$ cat config.mk
export PLATFORM = sky130hd
export DESIGN_NAME = video_timing_gen
export DESIGN_NICKNAME = d
export VERILOG_FILES = /design/src/rtl/video_pkg.sv /design/src/rtl/video_axis_counter.sv /design/src/rtl/video_timing_gen.sv
export SDC_FILE = /design/constraint.sdc
export NUM_CORES = 1
export LEC_CHECK = 0
export ABC_CLOCK_PERIOD_IN_PS = 6400
export BUFFER_PORTS_ARGS = -buffer_cell sky130_fd_sc_hd__clkbuf_2
export CAP_MARGIN = 30
export CORE_ASPECT_RATIO = 1.25
export CORE_UTILIZATION = 62
export CTS_CLUSTER_DIAMETER = 80
export DETAILED_ROUTE_END_ITERATION = 8
export PLACE_DENSITY = 0.84
export SETUP_SLACK_MARGIN = 0.5
export SLEW_MARGIN = 20
export SYNTH_ARGS = -nofsm -noshare
export SYNTH_HDL_FRONTEND = slang
export SYNTH_SLANG_ARGS = --single-unit
$ cat constraint.sdc
create_clock -name clk -period 6.4 [get_ports clk]
set_input_delay 1.28 -clock clk [delete_from_list [all_inputs] [get_ports clk]]
set_output_delay 1.28 -clock clk [all_outputs]
set_load 0.01 [all_outputs]
$ cat src/rtl/video_pkg.sv
// video_pkg: default 640x480@60 raster timing, Game Boy window size and derived-constant helpers.
package video_pkg;
    localparam int H_ACT_D   = 640;
    localparam int H_FRONT_D = 16;
    localparam int H_SYNC_D  = 96;
    localparam int H_BACK_D  = 48;
    localparam int V_ACT_D   = 480;
    localparam int V_FRONT_D = 10;
    localparam int V_SYNC_D  = 2;
    localparam int V_BACK_D  = 33;
    localparam int SCALE_D   = 3;
    localparam int WIN_W_D   = 160;
    localparam int WIN_H_D   = 144;

    function automatic int axis_total(input int act, input int front, input int sync, input int back);
        return act + front + sync + back;
    endfunction

    function automatic int win_start(input int act, input int win, input int scale);
        return (act - win * scale) / 2;
    endfunction
endpackage

$ cat src/rtl/video_axis_counter.sv
// video_axis_counter: one raster axis - position counter, sync/active decode and integer-scale window divider.
module video_axis_counter
    import video_pkg::*;
#(
    parameter int ACT   = H_ACT_D,
    parameter int FRONT = H_FRONT_D,
    parameter int SYNC  = H_SYNC_D,
    parameter int BACK  = H_BACK_D,
    parameter int SCALE = SCALE_D,
    parameter int WIN   = WIN_W_D,
    parameter int CW    = 11
) (
    input  logic          clk,
    input  logic          rst,
    input  logic          en,
    input  logic          clr,
    output logic [CW-1:0] cnt,
    output logic          wrap,
    output logic          act,
    output logic          sync,
    output logic          in_win,
    output logic [7:0]    win
);
    localparam int TOTAL = axis_total(ACT, FRONT, SYNC, BACK);
    localparam int W0    = win_start(ACT, WIN, SCALE);

    logic [CW-1:0] div;

    assign wrap   = en && cnt == CW'(TOTAL - 1);
    assign act    = cnt < CW'(ACT);
    // Unsigned wrap-around turns each range test into a single compare.
    assign sync   = cnt - CW'(ACT + FRONT) < CW'(SYNC);
    assign in_win = cnt - CW'(W0) < CW'(WIN * SCALE);

    always_ff @(posedge clk) begin
        if (!rst || clr || wrap) begin
            cnt <= '0;
            div <= '0;
            win <= '0;
        end else if (en) begin
            cnt <= cnt + 1'b1;
            if (in_win) begin
                div <= div == CW'(SCALE - 1) ? '0 : div + 1'b1;
                win <= div == CW'(SCALE - 1) ? win + 1'b1 : win;
            end
        end
    end
endmodule

$ cat src/rtl/video_timing_gen.sv
// video_timing_gen: raster timing generator with scaled-window coordinates and framebuffer address.
// Define VIDEO_TIMING_LOCK_EN to frame-lock the counters to rising edges of vsi.
module video_timing_gen
    import video_pkg::*;
#(
    parameter int H_ACT   = H_ACT_D,
    parameter int H_FRONT = H_FRONT_D,
    parameter int H_SYNC  = H_SYNC_D,
    parameter int H_BACK  = H_BACK_D,
    parameter int V_ACT   = V_ACT_D,
    parameter int V_FRONT = V_FRONT_D,
    parameter int V_SYNC  = V_SYNC_D,
    parameter int V_BACK  = V_BACK_D,
    parameter bit HS_POL  = 1'b0,
    parameter bit VS_POL  = 1'b0,
    parameter int SCALE   = SCALE_D,
    parameter int WIN_W   = WIN_W_D,
    parameter int WIN_H   = WIN_H_D,
    parameter int CW      = 11,
    parameter int ADDR_W  = 20
) (
    input  logic              clk,
    input  logic              rst,
    input  logic              vsi,
    output logic              hs,
    output logic              vs,
    output logic              de,
    output logic [CW-1:0]     x,
    output logic [CW-1:0]     y,
    output logic              win_en,
    output logic [7:0]        win_x,
    output logic [7:0]        win_y,
    output logic [ADDR_W-1:0] address,
    output logic              frame_start,
    output logic              resync
);
    logic [CW-1:0]     h_cnt, v_cnt;
    logic              h_wrap, v_wrap, h_act, v_act, h_sync, v_sync, h_win, v_win;
    logic [7:0]        h_w, v_w;
    logic [ADDR_W-1:0] acc;
    logic              clr, resync_p, de_c, win_c;

    video_axis_counter #(.ACT(H_ACT), .FRONT(H_FRONT), .SYNC(H_SYNC), .BACK(H_BACK),
                         .SCALE(SCALE), .WIN(WIN_W), .CW(CW)) u_h (
        .clk(clk), .rst(rst), .en(1'b1), .clr(clr), .cnt(h_cnt), .wrap(h_wrap),
        .act(h_act), .sync(h_sync), .in_win(h_win), .win(h_w)
    );

    video_axis_counter #(.ACT(V_ACT), .FRONT(V_FRONT), .SYNC(V_SYNC), .BACK(V_BACK),
                         .SCALE(SCALE), .WIN(WIN_H), .CW(CW)) u_v (
        .clk(clk), .rst(rst), .en(h_wrap), .clr(clr), .cnt(v_cnt), .wrap(v_wrap),
        .act(v_act), .sync(v_sync), .in_win(v_win), .win(v_w)
    );

`ifdef VIDEO_TIMING_LOCK_EN
    logic vsi_q;
    assign clr = vsi && !vsi_q;
    // An edge landing on the natural (0,0) wrap changes nothing, so it is not reported.
    always_ff @(posedge clk) begin
        vsi_q    <= vsi;
        resync_p <= rst && clr && !(h_wrap && v_wrap);
    end
`else
    logic unused_vsi;
    assign unused_vsi = vsi;
    assign clr        = 1'b0;
    assign resync_p   = 1'b0;
`endif

    assign de_c  = h_act && v_act;
    assign win_c = de_c && h_win && v_win;

    always_ff @(posedge clk) begin
        if (!rst || clr || (h_wrap && v_wrap))
            acc <= '0;
        else if (de_c)
            acc <= acc + 1'b1;
    end

    always_ff @(posedge clk) begin
        if (!rst) begin
            hs          <= !HS_POL;
            vs          <= !VS_POL;
            de          <= 1'b0;
            x           <= '0;
            y           <= '0;
            win_en      <= 1'b0;
            win_x       <= '0;
            win_y       <= '0;
            address     <= '0;
            frame_start <= 1'b0;
            resync      <= 1'b0;
        end else begin
            hs          <= h_sync ^ !HS_POL;
            vs          <= v_sync ^ !VS_POL;
            de          <= de_c;
            x           <= de_c ? h_cnt : '0;
            y           <= de_c ? v_cnt : '0;
            win_en      <= win_c;
            win_x       <= win_c ? h_w : '0;
            win_y       <= win_c ? v_w : '0;
            address     <= de_c ? acc : '0;
            frame_start <= h_cnt == '0 && v_cnt == '0;
            resync      <= resync_p;
        end
    end
endmodule
==> results.py <==
metrics = {
    "route": {
        "via_per_inst": 5.88,
        "drc": 0,
        "via_count": 4943,
        "drt_iter0_markers": 337,
        "dr.pass1.iters": 5,
        "wire_per_inst_um": 15.2,
        "drt-total-wl_mm": 12.8,
        "ant_nets": 0,
    },
    "sta": {
        "drv_slew": 0,
        "finalSetupViolations": 0,
        "worst_pin_slew_ps": 892,
        "period_share": 0.519,
        "relSlewSlack": 0.406,
        "period_minus_slack_ps": 3320,
        "hold_violations": 0,
        "skew_ps": 7.77,
        "fin_tns_setup_ps": 0,
        "rsz0062_at_grt": "false",
        "fmax_ghz": 0.301,
    },
    "clock_tree": {
        "cts_max_path_buffers": 2,
        "cts_buffers": 17,
        "cts_root_buffer": "clkbuf_16",
        "cts-htree-levels": 4,
        "ctsHoldBuffers": 0,
        "cts_resized": 0,
        "path_clk_slew_ps": 60,
        "clock-sinks": 143,
        "post_cts_buffers": 0,
        "cts_tree": "built",
        "clk_latency_ps": 420,
    },
    "die": {
        "io_pins": 67,
        "rows": 39,
        "die-area_um2": 10000,
        "die-width_um": 89.8,
        "core_area_um2": 9270,
        "fp.dieH_um": 112,
        "initial_core_util": 0.645,
    },
    "critical_path": {
        "cp-start-kind": "flop",
        "critical_path_class": "reg -> reg",
        "worst_path_max_delay_cell": "o41ai_4",
        "cp-end-kind": "flop",
        "crit_path_max_incr_delay_ps": 770,
        "crit_arrival_ps": 3640,
        "path_buf_inv": 1,
        "cp.required_ps": 6720,
        "crit_path_cell_trace": "ha_1 > nand4b_1 > or4_1 > o41ai_4 > buf_4 > o22ai_1 > a21o_1",
        "crit_path_max_fanout": 40,
        "crit_start": "u_h.cnt[4]",
        "path_delay_family": "compound AO/OA/AOI/OAI gates",
        "r2r-start": "u_h.cnt[4]",
    },
    "power_and_ir_drop": {
        "p_leak_nw": 2.87,
        "cellPowerDensity_nw_per_um2": 276,
        "power_mw": 1.91,
        "ir_worst_vdd_uv": 203,
    },
    "synth": {
        "yosysWarnings": 0,
        "synth.avg_cell_area_um2": 9.18,
        "synth_area_um2": 5980,
        "synth_commonest_cells": "dfxtp_1, and3_1, nor2_1",
        "synth-edff-count": 0,
        "synth_cell_type_count": 56,
        "synth-seq-cells": 143,
        "synth_area_leader_cell": "dfxtp_1",
        "synth-seq-area-share": 0.479,
        "ys.flop_type": "dfxtp_1",
        "synth.area.top_cells": "dfxtp_1, and3_1, ha_1",
        "ys_async_sr_fraction": 0,
        "synthCells": 651,
        "synth.most_common_cell": "dfxtp_1",
        "synth_top_area_frac": 0.479,
    },
    "layout": {
        "nNetsFinal": 726,
        "fill_cells": 664,
        "synthToLayoutAreaGrowth_pct": 16.1,
        "layout-drive-gt1-share": 0.160,
        "diodes": 0,
    },
    "placed_design": {
        "hpwl_mm": 8.17,
        "gp_congestion": 0.852,
        "numPortBuffers": 64,
    },
    "worst_hold_path": {
        "worstHoldPathType": "reg -> reg",
        "hold_start": "u_h.win[7]",
    },
    "global_route": {
        "grt_max_degree": 50,
        "grt_pass1_wl_mm": 21.8,
        "antenna_found_initial": 0,
        "grt_usage": 0.268,
        "overflow": 0,
        "grt_pass1_vias": 4776,
    },
    "job": {
        "cap_violations": 0,
    },
    "run_status": {
        "outcome": "finished, final reports clean",
    },
}
worst paths after layout:
kind                              endpoint  slack [ps]  cells after the start
worst min register to register    win_x[7]         470                      1
worst min-delay path              win_x[7]         470                      1
worst max-delay path            u_v.div[8]        3080                      7
worst max register to register  u_v.div[8]        3080                      7
through the flow:
step	setup slack [ps]	utilization	hold WS (ps)	cells	instance area, um2
2_1_floorplan	3990	-	425	654	5990
3_3_place_gp	3220	0.683	447	807	6330
3_5_place_dp	3160	0.684	450	808	6340
4_1_cts	3100	0.747	472	839	6930
5_1_grt	2850	0.749	494	841	6940
6_report	3080	0.749	472	841	6940
placed cells by master, fill, tap and decap left out, types with 23 or more instances in the layout:
master and instances:
dfxtp_1 143, o21ai_0 23, a21oi_1 34, nand3_1 24, clkbuf_2 65, and3_1 56
nor2_1 55, inv_1 24, nand2_1 36, and2_1 27
kinds of logic (layout without fill, tap and decap cells):
kind of cell               Yosys count  after routing  synth area share
and+or+nand+nor                    283            283             0.262
AOI/OAI and AO/OA                  104            104             0.116
other                                1              4          0.000627
DFF                                143            143             0.479
muxes                                3              3           0.00502
adders and majority gates           17             17            0.0356
buffers and inverters               60            124            0.0435
xor gates and xnor gates            40             40            0.0586
routing by layer:
layer	part of all wire	global-route usage	up-vias
li1	-	-	2412
met3	0.045	0.0608	25
met4	0.021	0.134	0
met5	0	0	-
met1	0.42	0.301	2366
met2	0.52	0.476	140
final cells by class:
type | instances | area [um2] | area share
multi-input cells | 451 | 2890 | 0.416
flip-flops and latches | 143 | 2860 | 0.412
clock buffers | 20 | 447 | 0.0644
repair buffers | 69 | 355 | 0.0512
well taps | 123 | 154 | 0.0222
clock inverters | 11 | 141 | 0.0204
inverters | 24 | 90.1 | 0.0130
sequential cells by signal (all words and copies together), names as in the netlist, 8 cells and up:
register and flops:
win_x 8, address 20, y 11, u_h.cnt 11
win_y 8, u_v.cnt 11, u_v.win 8, u_v.div 11
u_h.div 11, x 11, acc 20, u_h.win 8
worst register-to-register path: stages, from the launching register on:
cell and delay (ps):
dfxtp_1 540, ha_1 210, nand4b_1 130, or4_1 700
o41ai_4 780, buf_4 500, o22ai_1 170, a21o_1 190
report_power, final:
group	internal, mW	switching, mW
registers	0.898	0.00486
clock network	0.617	0.361
logic	0.0111	0.0221
(Power assumes the default switching activity.)
